$ cat config.mk
export PLATFORM = sky130hd
export DESIGN_NAME = uart_tx_burst
export DESIGN_NICKNAME = d
export VERILOG_FILES = /design/src/rtl/uart_pkg.sv /design/src/rtl/uart_baud_tick.sv /design/src/rtl/uart_tx_burst.sv
export SDC_FILE = /design/constraint.sdc
export NUM_CORES = 1
export LEC_CHECK = 0
export CORE_UTILIZATION = 30
export DETAILED_ROUTE_END_ITERATION = 7
export GPL_TIMING_DRIVEN = 0
export SETUP_SLACK_MARGIN = 0.5
export SKIP_LAST_GASP = 1
export SLEW_MARGIN = 25
export SYNTH_ARGS = -nofsm -noshare
export SYNTH_HDL_FRONTEND = slang
export SYNTH_HIERARCHICAL = 1
export SYNTH_SLANG_ARGS = --single-unit
$ cat constraint.sdc
create_clock -name i_clk -period 2.7 [get_ports i_clk]
set_clock_uncertainty 0.1 [all_clocks]
set_input_delay 0.54 -clock i_clk [delete_from_list [all_inputs] [get_ports i_clk]]
set_output_delay 0.54 -clock i_clk [all_outputs]
set_load 0.01 [all_outputs]
$ cat src/rtl/uart_pkg.sv
// Shared UART transmitter types: FSM state encoding and line idle level.
// UART_TX_BURST_PARITY_EN adds the PARITY state to the encoding.
package uart_pkg;

  typedef enum logic [2:0] {
    ST_IDLE,
    ST_START,
    ST_DATA,
`ifdef UART_TX_BURST_PARITY_EN
    ST_PARITY,
`endif
    ST_STOP
  } tx_state_e;

  localparam logic LINE_IDLE = 1'b1;

endpackage

$ cat src/rtl/uart_baud_tick.sv
// Bit-period timer: o_tick marks the last clock of each BAUD_PRESCALER-long bit.
// Holds at zero while i_run is low, so every run starts a fresh bit period.
module uart_baud_tick #(
  parameter int unsigned BAUD_PRESCALER = 200
) (
  input  logic i_clk,
  input  logic i_rst,
  input  logic i_run,
  output logic o_tick
);

  localparam int unsigned CNT_W = 16;
  localparam logic [CNT_W-1:0] CNT_LAST = CNT_W'(BAUD_PRESCALER - 1);

  logic [CNT_W-1:0] cnt_q;

  always_ff @(posedge i_clk or posedge i_rst) begin
    if (i_rst) begin
      cnt_q <= '0;
    end else if (!i_run || cnt_q == CNT_LAST) begin
      cnt_q <= '0;
    end else begin
      cnt_q <= cnt_q + CNT_W'(1);
    end
  end

  assign o_tick = i_run && (cnt_q == CNT_LAST);

endmodule

$ cat src/rtl/uart_tx_burst.sv
// Burst UART transmitter: captures WORDS characters on load and sends them back to back.
// Define UART_TX_BURST_PARITY_EN to append a parity bit (sense set by PARITY_ODD) to each character.
module uart_tx_burst
  import uart_pkg::*;
#(
  parameter int unsigned BAUD_PRESCALER = 200,
  parameter int unsigned DATA_BITS      = 8,
  parameter int unsigned WORDS          = 4,
  parameter int unsigned STOP_BITS      = 1,
  parameter int unsigned PARITY_ODD     = 0
) (
  input  logic                       i_clk,
  input  logic                       i_rst,
  input  logic [WORDS*DATA_BITS-1:0] i_data,
  input  logic                       i_valid,
  output logic                       o_ready,
  output logic                       o_busy,
  output logic                       o_done,
  output logic                       o_tx
);

  localparam int unsigned PAY_W  = WORDS * DATA_BITS;
  localparam int unsigned BIT_W  = 4;
  localparam int unsigned WORD_W = 5;

  // Reject out-of-range configurations at elaboration.
  if (BAUD_PRESCALER < 2 || BAUD_PRESCALER > 65535) begin : g_bad_prescaler
    $error("uart_tx_burst: BAUD_PRESCALER out of range");
  end
  if (DATA_BITS < 5 || DATA_BITS > 9) begin : g_bad_data_bits
    $error("uart_tx_burst: DATA_BITS out of range");
  end
  if (WORDS < 1 || WORDS > 16) begin : g_bad_words
    $error("uart_tx_burst: WORDS out of range");
  end
  if (STOP_BITS < 1 || STOP_BITS > 2) begin : g_bad_stop_bits
    $error("uart_tx_burst: STOP_BITS out of range");
  end
  if (PARITY_ODD > 1) begin : g_bad_parity_odd
    $error("uart_tx_burst: PARITY_ODD must be 0 or 1");
  end

  tx_state_e          state_q, state_d;
  logic [PAY_W-1:0]   shreg_q, shreg_d;
  logic [BIT_W-1:0]   bit_q, bit_d;
  logic [WORD_W-1:0]  word_q, word_d;
  logic               stop_q, stop_d;
  logic               tx_d, ready_d, busy_d, done_d;
  logic               tick, run, load;
`ifdef UART_TX_BURST_PARITY_EN
  logic               par_q, par_d;
`endif

  assign load = i_valid & o_ready;
  assign run  = (state_q != ST_IDLE);

  uart_baud_tick #(
    .BAUD_PRESCALER(BAUD_PRESCALER)
  ) u_baud_tick (
    .i_clk  (i_clk),
    .i_rst  (i_rst),
    .i_run  (run),
    .o_tick (tick)
  );

  always_ff @(posedge i_clk or posedge i_rst) begin
    if (i_rst) begin
      state_q <= ST_IDLE;
      shreg_q <= '0;
      bit_q   <= '0;
      word_q  <= '0;
      stop_q  <= 1'b0;
      o_tx    <= LINE_IDLE;
      o_ready <= 1'b1;
      o_busy  <= 1'b0;
      o_done  <= 1'b0;
`ifdef UART_TX_BURST_PARITY_EN
      par_q   <= 1'b0;
`endif
    end else begin
      state_q <= state_d;
      shreg_q <= shreg_d;
      bit_q   <= bit_d;
      word_q  <= word_d;
      stop_q  <= stop_d;
      o_tx    <= tx_d;
      o_ready <= ready_d;
      o_busy  <= busy_d;
      o_done  <= done_d;
`ifdef UART_TX_BURST_PARITY_EN
      par_q   <= par_d;
`endif
    end
  end

  // Next state; the current data bit always sits in shreg[0].
  always_comb begin
    state_d = state_q;
    shreg_d = shreg_q;
    bit_d   = bit_q;
    word_d  = word_q;
    stop_d  = stop_q;
    done_d  = 1'b0;
`ifdef UART_TX_BURST_PARITY_EN
    par_d   = par_q;
`endif
    case (state_q)
      ST_IDLE: begin
        if (load) begin
          state_d = ST_START;
          shreg_d = i_data;
          word_d  = '0;
        end
      end
      ST_START: begin
        if (tick) begin
          state_d = ST_DATA;
          bit_d   = '0;
`ifdef UART_TX_BURST_PARITY_EN
          par_d   = 1'b0;
`endif
        end
      end
      ST_DATA: begin
        if (tick) begin
          shreg_d = shreg_q >> 1;
`ifdef UART_TX_BURST_PARITY_EN
          par_d   = par_q ^ shreg_q[0];
`endif
          if (bit_q == BIT_W'(DATA_BITS - 1)) begin
`ifdef UART_TX_BURST_PARITY_EN
            state_d = ST_PARITY;
`else
            state_d = ST_STOP;
`endif
            stop_d  = 1'b0;
          end else begin
            bit_d = bit_q + BIT_W'(1);
          end
        end
      end
`ifdef UART_TX_BURST_PARITY_EN
      ST_PARITY: begin
        if (tick) begin
          state_d = ST_STOP;
          stop_d  = 1'b0;
        end
      end
`endif
      ST_STOP: begin
        if (tick) begin
          if (stop_q == 1'(STOP_BITS - 1)) begin
            if (word_q == WORD_W'(WORDS - 1)) begin
              state_d = ST_IDLE;
              done_d  = 1'b1;
            end else begin
              state_d = ST_START;
              word_d  = word_q + WORD_W'(1);
            end
          end else begin
            stop_d = 1'b1;
          end
        end
      end
      default: state_d = ST_IDLE;
    endcase

    // Line level follows the next state so o_tx lines up with state_q.
    tx_d = LINE_IDLE;
    case (state_d)
      ST_START:  tx_d = 1'b0;
      ST_DATA:   tx_d = shreg_d[0];
`ifdef UART_TX_BURST_PARITY_EN
      ST_PARITY: tx_d = par_d ^ 1'(PARITY_ODD);
`endif
      default:   tx_d = LINE_IDLE;
    endcase
    ready_d = (state_d == ST_IDLE);
    busy_d  = (state_d != ST_IDLE);
  end

endmodule

==> results.py, run 1 <==
metrics = {
    "pwr": {
        "comb_power_share_pct": 15.1,
        "power-per-cell-area_mw_per_mm2": 599,
        "power_leakage_nw": 1.85,
        "cellInternalPower_mw": 1.76,
        "max-vdd-ir-drop_mv": 0.367,
        "seqPwrFrac_pct": 51.1,
        "netSwitchingPower_mw": 0.673,
        "design_power_total_mw": 2.43,
        "power_switching_share_pct": 27.7,
        "power_frac_clock_pct": 33.8,
    },
    "routing": {
        "detail_route.wl_per_cell_um": 13.7,
        "dr_total_vias": 2401,
        "first_pass_iters": 6,
        "via_per_inst": 4.76,
        "drt_iter0_drc": 114,
        "drt-total-wl_um": 6910,
        "post-route-drc-count": 0,
        "ant_nets": 0,
    },
    "synthesis": {
        "syn-cell-area_mm2": 0.00300,
        "synth_top_cell_area_share_pct": 51.8,
        "number_of_synthesized_flops_with_an_enable_pin": 0,
        "yosys.area.top_type": "dfrtp_1",
        "synth-seq-cells": 64,
        "post_synth_num_cell_types": 56,
        "synth.area.top_cells": "dfrtp_1 (52%), nand2_1 (8.5%), a22oi_1 (7.5%)",
        "dominant_register_cell_in_the_synthesized_netlist": "dfrtp_1",
        "yosys_warnings": 6,
        "postSynthAreaPerCell_um2": 10.0,
        "async_flop_share_pct": 100,
        "synthesis.instances": 299,
        "synth_fp_nets": 337,
        "yosys.cell_count.top_type": "nand2_1",
        "netlist_top_cells_count": "nand2_1 (68), dfrtp_1 (62), a22oi_1 (30)",
        "ys_seq_area_share_pct": 53.5,
    },
    "sta": {
        "fin_hold_ws_ns": 0.379,
        "final-hold-violation-count": 0,
        "fmax_mhz": 465,
        "setup_viol": 0,
        "fin_crit_sh_pct": 79.7,
        "worstMarginPinSlew_ns": 0.633,
        "final.min_clock_period_ns": 2.15,
        "grt_setup_unrepaired": "yes",
        "slew-limit-headroom_pct": 57.7,
        "timing.final.max_slew_violations": 0,
    },
    "flow_run": {
        "cap_viol_max_count": 0,
    },
    "global_route": {
        "grt_max_degree": 28,
        "antenna_violations_before_repair": 0,
        "grt_first_pass_wirelength_um": 11400,
        "groute.usage.overall_pct": 14.4,
        "grt_pass1_vias": 2417,
        "globalRoute.totalOverflow": 0,
    },
    "clocking": {
        "numClockSinks": 64,
        "htree_levels": 3,
        "numCtsBuffers": 9,
        "clkLatencyLatePin_ns": 0.35,
        "cts_tree": "yes",
        "cts_max_path_buffers": 2,
        "clk_pin_slew_worst_paths_ns": 0.07,
        "cts_root_buf": "clkbuf_8",
    },
    "floorplanning": {
        "initial_standard_cell_utilization_of_the_core_pct": 30.8,
        "dieArea_mm2": 0.0104,
        "rows": 36,
        "core_area_mm2": 0.00973,
        "io_pins": 39,
        "die_x_um": 102,
        "fp.dieH_um": 102,
    },
    "min_path": {
        "timing.hold.worst.class": "reg -> reg",
    },
    "critical_path": {
        "cp.required_ns": 2.88,
        "timing.critical_path.slowest_stage_cell": "dfrtp_1",
        "critical_path_cell_list": "ha_4 > and4_4 > nand4_4 > nor2_4 > and4b_2 > a22oi_2 > or3_1 > a21oi_2",
        "path_max_fanout": 7,
        "cp-end-kind": "flop",
        "critPathArrivalTime_ns": 2.33,
        "crit_path_start_kind": "flop",
        "worst-setup-path-type": "reg -> reg",
        "worst_path_max_stage_delay_ns": 0.42,
    },
    "place": {
        "buffer_ports.inserted": 38,
        "sum_of_net_half_perimeters_after_detailed_placement_um": 4480,
        "gp_congestion": 0.812,
    },
    "finish": {
        "layout.filler_cells": 970,
        "drive_above_1_share_pct": 24.0,
        "nNetsFinal": 404,
        "syn2layout_area_growth_pct": 35.7,
        "antennaDiodeCount": 0,
    },
    "run_status": {
        "outcome": "completed",
    },
}
## cell type report
type                       instances  area, um2  area share [%]
sequential                        64       1610            39.6
buffer                            13        100            2.46
clock inverter                     5       56.3            1.39
inverter                           9       33.8           0.831
multi-input combinational        213       1430            35.2
timing repair buffer              56        527            13.0
tap                              133        166            4.09
clock buffer                      11        141            3.48
## registers in the layout, indices dropped and copies added (netlist names), 3 cells and up
name	cells
u_baud_tick/cnt_q	16
word_q	5
bit_q	4
shreg_q	32
state_q	3
## worst max-delay path, delay by kind of cell, from the launching register on
| kind | cells | cell delay (ns) |
|---|---|---|
| AND/OR/NAND/NOR | 5 | 1.19 |
| flip-flops | 1 | 0.42 |
| adder cells (fa/ha/maj) | 1 | 0.17 |
| AO/OA/AOI/OAI | 2 | 0.22 |
## routing by layer
metal | vias up | part of all wire, % | global-route usage (%)
met5 | - | 0 | 0
met4 | 0 | 2.3 | 6.04
met3 | 14 | 4.5 | 4.79
met2 | 47 | 49 | 23.1
met1 | 1155 | 44 | 17.9
li1 | 1185 | - | -
## power by group through the flow
stage	Sequential (mW)	Clock, mW	Combinational [mW]
after floorplan	1.22	0	0.210
after CTS	1.24	0.860	0.347
final	1.24	0.823	0.368
after detailed placement	1.25	0	0.329
after global routing	1.27	0.900	0.418
after global placement	1.24	0	0.318
## path summary, 6_finish.rpt
check / startpoint / end / slack [ns] / cells past startpoint
setup / recovery: u_baud_tick/cnt_q[1]$_DFF_PP0_ / word_q[3]$_DFFE_PP0P_ / 0.55 / 8
hold / removal: shreg_q[9]$_DFFE_PP0P_ / shreg_q[9]$_DFFE_PP0P_ / 0.38 / 2
setup reg to reg: u_baud_tick/cnt_q[1]$_DFF_PP0_ / word_q[3]$_DFFE_PP0P_ / 0.55 / 8
hold reg to reg: shreg_q[9]$_DFFE_PP0P_ / shreg_q[9]$_DFFE_PP0P_ / 0.38 / 2
max in group asynchronous: i_rst / u_baud_tick/cnt_q[15]$_DFF_PP0_ / 1.51 / 2
min in group asynchronous: i_rst / o_done$_DFF_PP0_ / 0.47 / 2
## kinds of logic (layout without fill, tap and decap cells)
kind of cell | count (synthesis) | in the layout | synth area share, %
compound gates | 54 | 54 | 13.1
xor+xnor | 15 | 15 | 4.38
fa+ha+maj | 3 | 3 | 1.25
buf+inv | 22 | 94 | 3.26
flops | 64 | 64 | 53.5
mux | 2 | 2 | 0.710
other cells | 1 | 1 | 0.125
simple gates | 138 | 138 | 23.6
## stage by stage
step	util, %	area, um2	cells	setup slack [ns]	setup TNS [ns]
floorplan	-	3010	299	0.534	0
global placement	36.5	3550	470	-0.111	-4.97
detailed placement	36.7	3570	471	0.201	0
CTS	39.9	3880	491	0.490	0
global route	41.8	4070	504	0.428	0
finish	41.8	4070	504	0.549	0
## cells in the final DEF, fill, tap and decap left out, types with 3 or more instances in the layout
cell / n
nand3_1: 9
a21oi_1: 4
clkdlybuf4s50_1: 38
o21ai_0: 5
xor2_1: 9
buf_4: 15
buf_2: 7
nand4_1: 3
inv_1: 8
dfrtp_2: 5
nand3_2: 3
nor2_1: 16
nand2_1: 63
clkbuf_8: 10
dfrtp_1: 57
clkbuf_4: 3
nand2_2: 7
a22oi_1: 30
xnor2_1: 6
buf_6: 5
and3_1: 5
## what timing repair did
action | in CTS | in global routing
endpoints found under the setup margin | 36 | 40
setup buffers | 4 | 10
pin swaps | 2 | 13
resized for setup | 18 | 32
gates cloned | 0 | 3
hold buffers | 0 | 0
(Power assumes the default switching activity.)
==> inputs of run 2 (changes only) <==
Clock period 2.7 ns to 1.9 ns, I/O delays scaled along.
==> run 2 against run 1 <==
  * The run now ends with setup timing left
  * Setup slack worse by 0.75 ns
  * Sequential share of layout area is 0.55 points lower
  * Die area stayed put
  * First-iteration DRC count is 11% higher
  * Final area is 1.6% higher
  * Power is 38% higher
  * Count of clock-buffer cells in the layout is 1 higher
  * Via count is 1.7% higher
  * Fmax is 2.6% higher
  * Register-to-register slack worse by 0.75 ns
  * Highest routed layer unchanged
==> results.py, run 2 (synthesis gave the netlist of run 1 again) <==
metrics = {
    "critical_path": {
        "cp-end-kind": "flop",
        "regToRegEndpoint": "o_tx$_DFF_PP1_",
        "r2r_setup_slack_ns": -0.20,
        "start_of_the_worst_register_to_register_path": "u_baud_tick/cnt_q[11]$_DFF_PP0_",
        "cp.required_ns": 2.06,
        "number_of_cells_traversed_by_the_worst_register_to_register_path": 8,
        "worst-setup-path-type": "reg -> reg",
        "critPathArrivalTime_ns": 2.25,
        "path_max_fanout": 7,
        "crit_path_start_kind": "flop",
    },
    "run_status": {
        "outcome": "finished, violations left",
        "violated_checks": "setup timing",
    },
    "floorplanning": {
        "fp.dieH_um": 102,
        "die_x_um": 102,
        "initial_standard_cell_utilization_of_the_core_pct": 30.8,
        "dieArea_mm2": 0.0104,
        "core_area_mm2": 0.00973,
        "io_pins": 39,
        "rows": 36,
    },
    "finish": {
        "drive_above_1_share_pct": 26.4,
        "final_common_cell": "nand2_1",
        "area_of_all_placed_cells_without_fillers_mm2": 0.00413,
        "layoutNonFillerInstCount": 508,
        "nNetsFinal": 409,
        "top_register": "shreg_q",
        "largest_register_ff_count": 32,
        "syn2layout_area_growth_pct": 37.8,
        "layout_top_registers": "shreg_q: 32 flops, u_baud_tick/cnt_q: 16 flops, word_q: 5 flops",
        "layout_common_cells": "nand2_1 (68), dfrtp_1 (55), clkdlybuf4s50_1 (34)",
        "antennaDiodeCount": 0,
    },
    "clocking": {
        "clkLatencyLatePin_ns": 0.34,
        "clk_pin_slew_worst_paths_ns": 0.07,
        "cts_tree": "yes",
        "numClockSinks": 64,
        "numCtsBuffers": 9,
        "cts_root_buf": "clkbuf_8",
        "holdBufCountCts": 0,
        "htree_levels": 3,
        "cts_max_path_buffers": 2,
    },
    "routing": {
        "detail_route.wl_per_cell_um": 13.0,
        "post-route-drc-count": 0,
        "ant_nets": 0,
        "drt_iter0_drc": 126,
        "drt-total-wl_um": 6600,
        "first_pass_iters": 4,
        "dr_total_vias": 2443,
        "via_per_inst": 4.81,
    },
    "place": {
        "sum_of_net_half_perimeters_after_detailed_placement_um": 4460,
        "place.detailed.instances": 471,
        "buffer_ports.inserted": 38,
        "dpl_cell_area_mm2": 0.00364,
        "placement.setup.worst_slack_ns": -0.421,
        "gp_congestion": 0.787,
    },
    "flow_run": {
        "cap_viol_max_count": 0,
    },
    "sta": {
        "final.setup.worst_slack_ns": -0.196,
        "fin_crit_sh_pct": 110,
        "slew-limit-headroom_pct": 58.7,
        "fmax_mhz": 477,
        "timing.final.max_slew_violations": 0,
        "worstMarginPinSlew_ns": 0.619,
        "setup_viol": 42,
        "final-hold-violation-count": 0,
        "final.min_clock_period_ns": 2.10,
        "grt_setup_unrepaired": "yes",
        "totalNegativeSetupSlack_ns": -6.56,
    },
    "global_route": {
        "groute.usage.overall_pct": 14.1,
        "grt_pass1_vias": 2420,
        "globalRoute.totalOverflow": 0,
        "grt_max_degree": 30,
        "grt_first_pass_wirelength_um": 11200,
        "antenna_violations_before_repair": 0,
    },
    "pwr": {
        "power-per-cell-area_mw_per_mm2": 814,
        "design_power_total_mw": 3.36,
        "power_leakage_nw": 1.90,
        "max-vdd-ir-drop_mv": 0.431,
    },
    "min_path": {
        "timing.hold.worst.class": "in -> async",
    },
}
[run 2: cell types whose count changed in the layout (fill, tap and decap cells not counted), sizes merged]
cell,before,now
buf,28,38
bufinv,1,0
clkdlybuf4s50,38,34
clkinv,3,2
clkinvlp,1,2
inv,9,8
[run 2: worst max-delay path by stage]
stage	slack, ns	endpoint	cells after the start	start
6_report	-0.20	o_tx$_DFF_PP1_	8	u_baud_tick/cnt_q[11]$_DFF_PP0_
5_1_grt	-0.29	bit_q[1]$_DFFE_PP0P_	6	u_baud_tick/cnt_q[11]$_DFF_PP0_
4_1_cts	-0.22	o_tx$_DFF_PP1_	8	u_baud_tick/cnt_q[15]$_DFF_PP0_
3_5_place_dp	-0.42	o_tx$_DFF_PP1_	9	u_baud_tick/cnt_q[0]$_DFF_PP0_
3_3_place_gp	-0.40	o_tx$_DFF_PP1_	9	u_baud_tick/cnt_q[0]$_DFF_PP0_
2_1_floorplan	-0.18	word_q[2]$_DFFE_PP0P_	8	u_baud_tick/cnt_q[0]$_DFF_PP0_
[run 2: worst max-delay path, cell delays in order (launching register included)]
cell      delay (ns)
dfrtp_2         0.43
nor4_4          0.32
nand4_4         0.17
nor2_4          0.16
nor4bb_2        0.23
buf_4           0.21
a32o_2          0.15
a211oi_2        0.04
mux2i_1         0.20
[run 2: area by class of cell]
cell class,count,area (um2)
multi-input cells,213,1450
flip-flops and latches,64,1610
clock buffers,12,155
clock inverters,3,17.5
well taps,133,166
inverters,9,37.5
fillers,954,5600
repair buffers,61,583
plain buffers,13,106
[run 2: power by group]
part / internal [mW] / switching (mW)
logic: 0.291 / 0.272
clock network: 0.533 / 0.502
registers: 1.60 / 0.164
[run 2: what timing repair did]
item	in CTS	in global routing
pin swaps	11	6
gates resized for setup	43	16
cloned	0	1
setup endpoints to repair	66	64
buffers inserted	12	9
[run 2: metrics by stage]
step	util, %	hold slack [ns]
3_3_place_gp	37.2	0.358
3_5_place_dp	37.4	0.363
4_1_cts	40.9	0.338
2_1_floorplan	-	0.194
6_report	42.4	0.334
5_1_grt	42.4	0.377
[run 2: routing by layer]
| layer | up-vias | share of wire (%) | global-route usage [%] |
|---|---|---|---|
| li1 | 1189 | - | - |
| met1 | 1210 | 46 | 17.4 |
| met2 | 38 | 49 | 22.9 |
| met3 | 6 | 3.7 | 4.65 |
| met4 | 0 | 0.99 | 5.60 |
| met5 | - | 0 | 0 |
